[src/rtl/mips32_fetch_unit.sv]
// mips32_fetch_unit: instruction-fetch stage of the mips32 core.
// Owns the PC and a synchronous-read instruction memory. Fetched words go
// into a 2-entry {pc, instr} FIFO that feeds decode over valid/ready.
// Execute can redirect the PC; a redirect flushes everything in flight.
// Optional feature macro: MIPS32_FETCH_PERF_EN adds a 32-bit fetch_count
// output that counts completed decode handshakes.
module mips32_fetch_unit #(
  parameter logic [31:0] RESET_PC   = 32'h0000_0000,
  parameter int          IMEM_DEPTH = 32,
  parameter int          IMEM_AW    = 5
) (
  input  logic        clk,
  input  logic        rst,
  input  logic        redirect_valid,
  input  logic [31:0] redirect_pc,
  output logic        out_valid,
  input  logic        out_ready,
  output logic [31:0] out_pc,
  output logic [31:0] out_instr
`ifdef MIPS32_FETCH_PERF_EN
  ,
  output logic [31:0] fetch_count
`endif
);

  // Instruction storage; contents are loaded from outside, there is no write port.
  logic [31:0] instructions [0:IMEM_DEPTH-1];

  logic [31:0] fetch_pc_q, fetch_pc_d;
  logic        inflight_q, inflight_d;
  logic [31:0] inflight_pc_q, inflight_pc_d;
  logic [31:0] rdata_q;
  logic [1:0]  count_q, count_d;
  logic [31:0] pc0_q, pc0_d, instr0_q, instr0_d;
  logic [31:0] pc1_q, pc1_d, instr1_q, instr1_d;

  logic        pop;
  logic        push;
  logic        issue;
  logic [2:0]  occupancy;
  logic [1:0]  count_after_pop;

  // Handshake and issue decision: only issue when the returning word is sure to fit.
  always_comb begin
    pop       = (count_q != 2'd0) & out_ready;
    push      = inflight_q;
    occupancy = {1'b0, count_q} + {2'b00, inflight_q} - {2'b00, pop};
    issue     = (occupancy < 3'd2);
  end

  // Next state for the FIFO (pop first, then append) and the fetch pointer.
  always_comb begin
    fetch_pc_d      = fetch_pc_q;
    inflight_d      = 1'b0;
    inflight_pc_d   = inflight_pc_q;
    pc0_d           = pc0_q;
    instr0_d        = instr0_q;
    pc1_d           = pc1_q;
    instr1_d        = instr1_q;
    count_after_pop = count_q;

    if (pop) begin
      pc0_d           = pc1_q;
      instr0_d        = instr1_q;
      count_after_pop = count_q - 2'd1;
    end

    count_d = count_after_pop;
    if (push) begin
      if (count_after_pop == 2'd0) begin
        pc0_d    = inflight_pc_q;
        instr0_d = rdata_q;
      end else begin
        pc1_d    = inflight_pc_q;
        instr1_d = rdata_q;
      end
      count_d = count_after_pop + 2'd1;
    end

    if (issue) begin
      fetch_pc_d    = fetch_pc_q + 32'd4;
      inflight_d    = 1'b1;
      inflight_pc_d = fetch_pc_q;
    end

    // A redirect drops the FIFO and the pending read; the target issues next cycle.
    if (redirect_valid) begin
      count_d    = 2'd0;
      inflight_d = 1'b0;
      fetch_pc_d = redirect_pc & 32'hFFFF_FFFC;
    end
  end

  // State register with synchronous reset.
  always_ff @(posedge clk) begin
    if (rst) begin
      fetch_pc_q    <= RESET_PC;
      inflight_q    <= 1'b0;
      inflight_pc_q <= 32'd0;
      count_q       <= 2'd0;
      pc0_q         <= 32'd0;
      instr0_q      <= 32'd0;
      pc1_q         <= 32'd0;
      instr1_q      <= 32'd0;
    end else begin
      fetch_pc_q    <= fetch_pc_d;
      inflight_q    <= inflight_d;
      inflight_pc_q <= inflight_pc_d;
      count_q       <= count_d;
      pc0_q         <= pc0_d;
      instr0_q      <= instr0_d;
      pc1_q         <= pc1_d;
      instr1_q      <= instr1_d;
    end
  end

  // Synchronous memory read of the current fetch address; only used when issued.
  always_ff @(posedge clk) begin
    rdata_q <= instructions[fetch_pc_q[IMEM_AW+1:2]];
  end

  // Outputs come from the FIFO head and are forced to zero when it is empty.
  always_comb begin
    out_valid = (count_q != 2'd0);
    out_pc    = out_valid ? pc0_q : 32'd0;
    out_instr = out_valid ? instr0_q : 32'd0;
  end

`ifdef MIPS32_FETCH_PERF_EN
  logic [31:0] fetch_count_q;

  // Completed-handshake counter; survives redirects, cleared only by reset.
  always_ff @(posedge clk) begin
    if (rst) begin
      fetch_count_q <= 32'd0;
    end else if (pop) begin
      fetch_count_q <= fetch_count_q + 32'd1;
    end
  end

  assign fetch_count = fetch_count_q;
`endif

endmodule

[config.mk]
export PLATFORM = sky130hd
export DESIGN_NAME = mips32_fetch_unit
export DESIGN_NICKNAME = d
export VERILOG_FILES = /design/src/rtl/mips32_fetch_unit.sv
export SDC_FILE = /design/constraint.sdc
export NUM_CORES = 1
export LEC_CHECK = 0
export CAP_MARGIN = 15
export CORE_MARGIN = 5
export CORE_UTILIZATION = 30
export CTS_CLUSTER_SIZE = 24
export DETAILED_ROUTE_END_ITERATION = 8
export SLEW_MARGIN = 5
export SYNTH_ARGS = -nofsm -noshare
export SYNTH_HDL_FRONTEND = slang
export SYNTH_SLANG_ARGS = --single-unit
[constraint.sdc]
create_clock -name clk -period 5.1 [get_ports clk]
set_input_delay 0.51 -clock clk [delete_from_list [all_inputs] [get_ports clk]]
set_output_delay 0.51 -clock clk [all_outputs]
set_load 0.1 [all_outputs]
Yosys cells after proc, flatten, opt, wreduce, memory -nomap -nowiden
Cells that the tools add are included.
{"block": "totals", "regBits": 227, "input_bits": 36, "output_inout_bits": 65}
{"block": "classes", "addsub": 5, "magnitude_cmp": 1, "n_mux": 13, "bitwise_logic": 2, "reduce_logical": 5}
{"cell": "$mux 32", "count": 10}
{"cell": "$add 32x3->32 const B", "count": 1}
{"cell": "$mux 2", "count": 2}
{"cell": "$reduce_bool 2->1", "count": 2}
{"cell": "$add 2x1->3", "count": 1}
{"cell": "$lt 3x2->1 const B", "count": 1}
{"cell": "$sub 3x1->3", "count": 1}
{"cell": "$add 2x1->2 const B", "count": 1}
{"cell": "$logic_not 2->1", "count": 1}
{"cell": "$reduce_and 2->1", "count": 1}
{"cell": "$reduce_or 2->1", "count": 1}
{"cell": "$sub 2x1->2 const B", "count": 1}
{"cell": "$and 1x1->1", "count": 1}
{"cell": "$mux 1", "count": 1}
{"cell": "$not 1->1", "count": 1}

Depth between registers and ports, before layout
{"block": "depth", "ltp_word": 6, "depth_mapped": 15, "mapped_depth_nobuf": 12}

Worst setup path before layout
OpenSTA, ideal clock, no wires.
{"block": "synth_path", "kind": "flip-flop to flip-flop", "startpoint": "register count_q[1]", "endpoint": "register fetch_pc_q[19]", "setup_time_ns": 0.091, "t_arrival_ns": 4.035, "required_ns": 5.009, "setup_slack_ns": 0.974, "path_stages_with_launch": 16, "period_less_slack_ns": 4.126, "path_cell_list": "dfxtp_1 > inv_1 > ha_1 > nand2b_1 > clkbuf_1 > buf_1 > inv_1 > ha_1 > inv_1 > ha_1 > fa_1 > xnor2_1 > or4_1 > clkbuf_2 > or4_1 > a311oi_1"}
{"block": "synth_via", "elab_chain_cells": 5}
{"element": "start: declaration", "line": "33", "rtl": "logic [1:0] count_q, count_d;"}
{"element": "start signal: assignment", "line": "109", "rtl": "count_q <= count_d;"}
{"element": "branches (longest 2 deep; another with $add 2x1->3)"}
{"element": "$sub 3x1->3 *", "line": "47", "rtl": "occupancy = {1'b0, count_q} + {2'b00, inflight_q} - {2'b00, pop};"}
{"element": "$lt 3x2->1 *", "line": "48", "rtl": "issue = (occupancy < 3'd2);"}
{"element": "$reduce_bool 2->1 (no line) *"}
{"element": "end signal: assignment", "line": "106", "rtl": "fetch_pc_q <= fetch_pc_d;"}
{"element": "end: declaration", "line": "29", "rtl": "logic [31:0] fetch_pc_q, fetch_pc_d;"}
Mark *: on every way between the ends.
A chain may end at the register's enable or synchronous reset.

Final worst setup path
Same ends and word-level chain as after synthesis.

==> impl_metrics.json <==
{
  "power_density_nw_per_um2": 377,
  "hold_class": "flop to flop",
  "critPathArrivalTime_ns": 3.95,
  "maxSlewViolCount": 0,
  "slew_headroom_pct": 28.7,
  "multiInputGateArea_um2": 2980,
  "post_cts_buffers": 0,
  "setup_tns_ns": 0,
  "diodes": 0,
  "yosysWarningCount": 0,
  "hold_viol": 0,
  "ctsResizeCount": 0,
  "cpPeakStageDelay_ns": 0.64,
  "yosysSeqAreaShare_pct": 42.6,
  "syn-cell-area_um2": 5880,
  "fin_crit_sh_pct": 71.4,
  "yosysUniqueCellTypes": 43,
  "layout_commonest_cell": "nand2_1",
  "first_iter_violations": 384,
  "worstSetupStartpointType": "flop",
  "ys.flop_type": "dfxtp_1",
  "wl_um": 15000,
  "die_h_um": 150,
  "maxCapViolCount": 0,
  "worstMarginPinSlew_ns": 1.07,
  "place_inst": 1025,
  "finalSetupViolCount": 0,
  "min_path_cells": 2,
  "p_leak_nw": 2.66,
  "path_cells": "inv_1, ha_1, nand2b_2, inv_1, ha_1, inv_1, ha_1, fa_1, nand2b_1, or4_1, or4_1, a311oi_1",
  "clock_path_buffers": 2,
  "grt_pass1_vias": 4578,
  "critPathRequiredTime_ns": 5.41,
  "antenna_found_initial": 0,
  "syn_inst": 736,
  "die_x_um": 150,
  "start_util_pct": 30.3,
  "max_freq_mhz": 275,
  "wl_per_cell_um": 14.2,
  "reg2regPathDepth": 12,
  "stdcell_count": 1057,
  "grt_max_degree": 69,
  "nets": 822,
  "clk_latency_ns": 0.41,
  "cp_num_buf_inv": 3,
  "rows": 51,
  "vdd_drop_max_uv": 256,
  "cts-buffers-inserted": 17,
  "h-tree-depth": 4,
  "die_area_um2": 22500,
  "slowest_stage": "or4_1",
  "synth.avg_cell_area_um2": 7.99,
  "dp_hpwl_um": 10100,
  "final-seq-area_um2": 2500,
  "cp.depth": 12,
  "areaGrowthSynthToFinish_pct": 23.2,
  "avgViaCountPerCell": 4.77,
  "synth_edf_count": 0,
  "path_max_fanout": 8,
  "grt_overflow": 0,
  "yosysTopAreaCellShare_pct": 42.6,
  "cts_tree": "yes",
  "ctsHoldBuffers": 0,
  "rsz0062_at_grt": "no",
  "grt_pass1_wl_um": 24300,
  "synth_seq_cells": 125,
  "timing.final.crit_period_ns": 3.64,
  "drtPass1Iterations": 4,
  "numClockSinks": 125,
  "ios": 101,
  "path_clk_slew_ns": 0.05,
  "finClkSkew_ns": 0.00786,
  "yosysTopAreaCell": "dfxtp_1",
  "clockRootBuffer": "clkbuf_16",
  "cpLargestDelayFamily": "simple AND/OR/NAND/NOR gates",
  "ys_async_sr_fraction_pct": 0,
  "gp_congestion": 0.802,
  "cp-end-kind": "flop",
  "grt_use_total_pct": 13.5,
  "vias": 5039,
  "status": "complete, no violations",
  "crit_type": "flop to flop",
  "port_buffers": 66,
  "core_area_um2": 19400,
  "yosys-top-cells-area": "dfxtp_1 43%, nand2_1 10%, a21oi_1 5.4%",
  "drtAntennaViolNets": 0,
  "fill_cells": 2064,
  "final_cell_mix": "163 x nand2_1, 125 x dfxtp_1, 65 x clkdlybuf4s50_1",
  "drc": 0,
  "drive_gt1_share_pct": 5.30
}
tightest hold or removal path, cell delays in order (launching register included):
cell	delay, ns
dfxtp_1	0.30
nand2_1	0.05
a21oi_1	0.05
synth_stat cells, drive strengths merged (2+ instances only):
| cell type | number |
|---|---|
| o21ai | 38 |
| nand4 | 13 |
| nor3b | 5 |
| a221o | 3 |
| mux2i | 30 |
| a221oi | 2 |
| or4 | 9 |
| nor2b | 33 |
| a21oi | 64 |
| clkbuf | 49 |
| or3 | 5 |
| a2111oi | 5 |
| nor4b | 3 |
| o31a | 2 |
| o211ai | 2 |
| buf | 35 |
| xnor2 | 5 |
| nand2b | 6 |
| xor2 | 3 |
| nor3 | 2 |
| nor2 | 30 |
| nor4 | 8 |
| ha | 5 |
| and3 | 5 |
| dfxtp | 125 |
| a311oi | 13 |
| nand3 | 14 |
| and4 | 11 |
| a211oi | 11 |
| nand2 | 163 |
| o31ai | 6 |
| inv | 22 |
flip-flops by register name (all words and copies together) (netlist names):
| signal | cells |
|---|---|
| fetch_pc_q | 30 |
| pc1_q | 30 |
| inflight_pc_q | 30 |
| pc0_q | 32 |
| count_q | 2 |
| inflight_q | 1 |
area by class of cell:
type | count | share of cell area [%]
Timing Repair Buffer | 78 | 10.6
Multi-Input combinational cell | 536 | 41.1
Clock buffer | 24 | 6.51
Inverter | 22 | 1.14
Clock inverter | 7 | 1.55
Sequential cell | 125 | 34.5
Tap cell | 265 | 4.58
metal layers:
layer,wire length (µm),track usage (%)
met2,6330,19.2
met4,150,3.52
met3,892,3.57
met5,0,0
met1,7660,20.0
metrics by stage:
stage | utilization [%] | power [mW] | hold WS [ns] | cell area, µm² | setup slack, ns
6_report | 37.4 | 2.73 | 0.452 | 7250 | 1.46
3_3_place_gp | 34.2 | 1.54 | 0.442 | 6640 | 1.19
5_1_grt | 37.4 | 2.85 | 0.472 | 7250 | 1.23
3_5_place_dp | 34.2 | 1.54 | 0.448 | 6640 | 1.15
4_1_cts | 37.2 | 2.75 | 0.455 | 7220 | 1.46
2_1_floorplan | - | 1.44 | 0.432 | 6000 | 0.974
cells by family after synthesis:
| group | after synthesis | share of synthesized area, % |
|---|---|---|
| buf+inv | 106 | 8.83 |
| fa+ha+maj | 6 | 1.40 |
| mux | 30 | 5.11 |
| xor+xnor | 8 | 1.19 |
| flops | 125 | 42.6 |
| other cells | 1 | 0.0638 |
| simple gates | 310 | 25.4 |
| compound gates | 150 | 15.4 |
power by group:
group / switching (mW) / internal (mW)
clock network: 0.411 / 0.789
logic: 0.320 / 0.118
registers: 0.0602 / 1.03
total: 0.791 / 1.94
worst paths after layout:
path                            startpoint              to  slack, ns
worst min register to register   pc1_q[15]       pc1_q[15]       0.45
worst max register to register  count_q[1]  fetch_pc_q[19]       1.46
worst min-delay path             pc1_q[15]       pc1_q[15]       0.45
worst max-delay path            count_q[1]  fetch_pc_q[19]       1.46
Power figures use the tool's default switching activity.
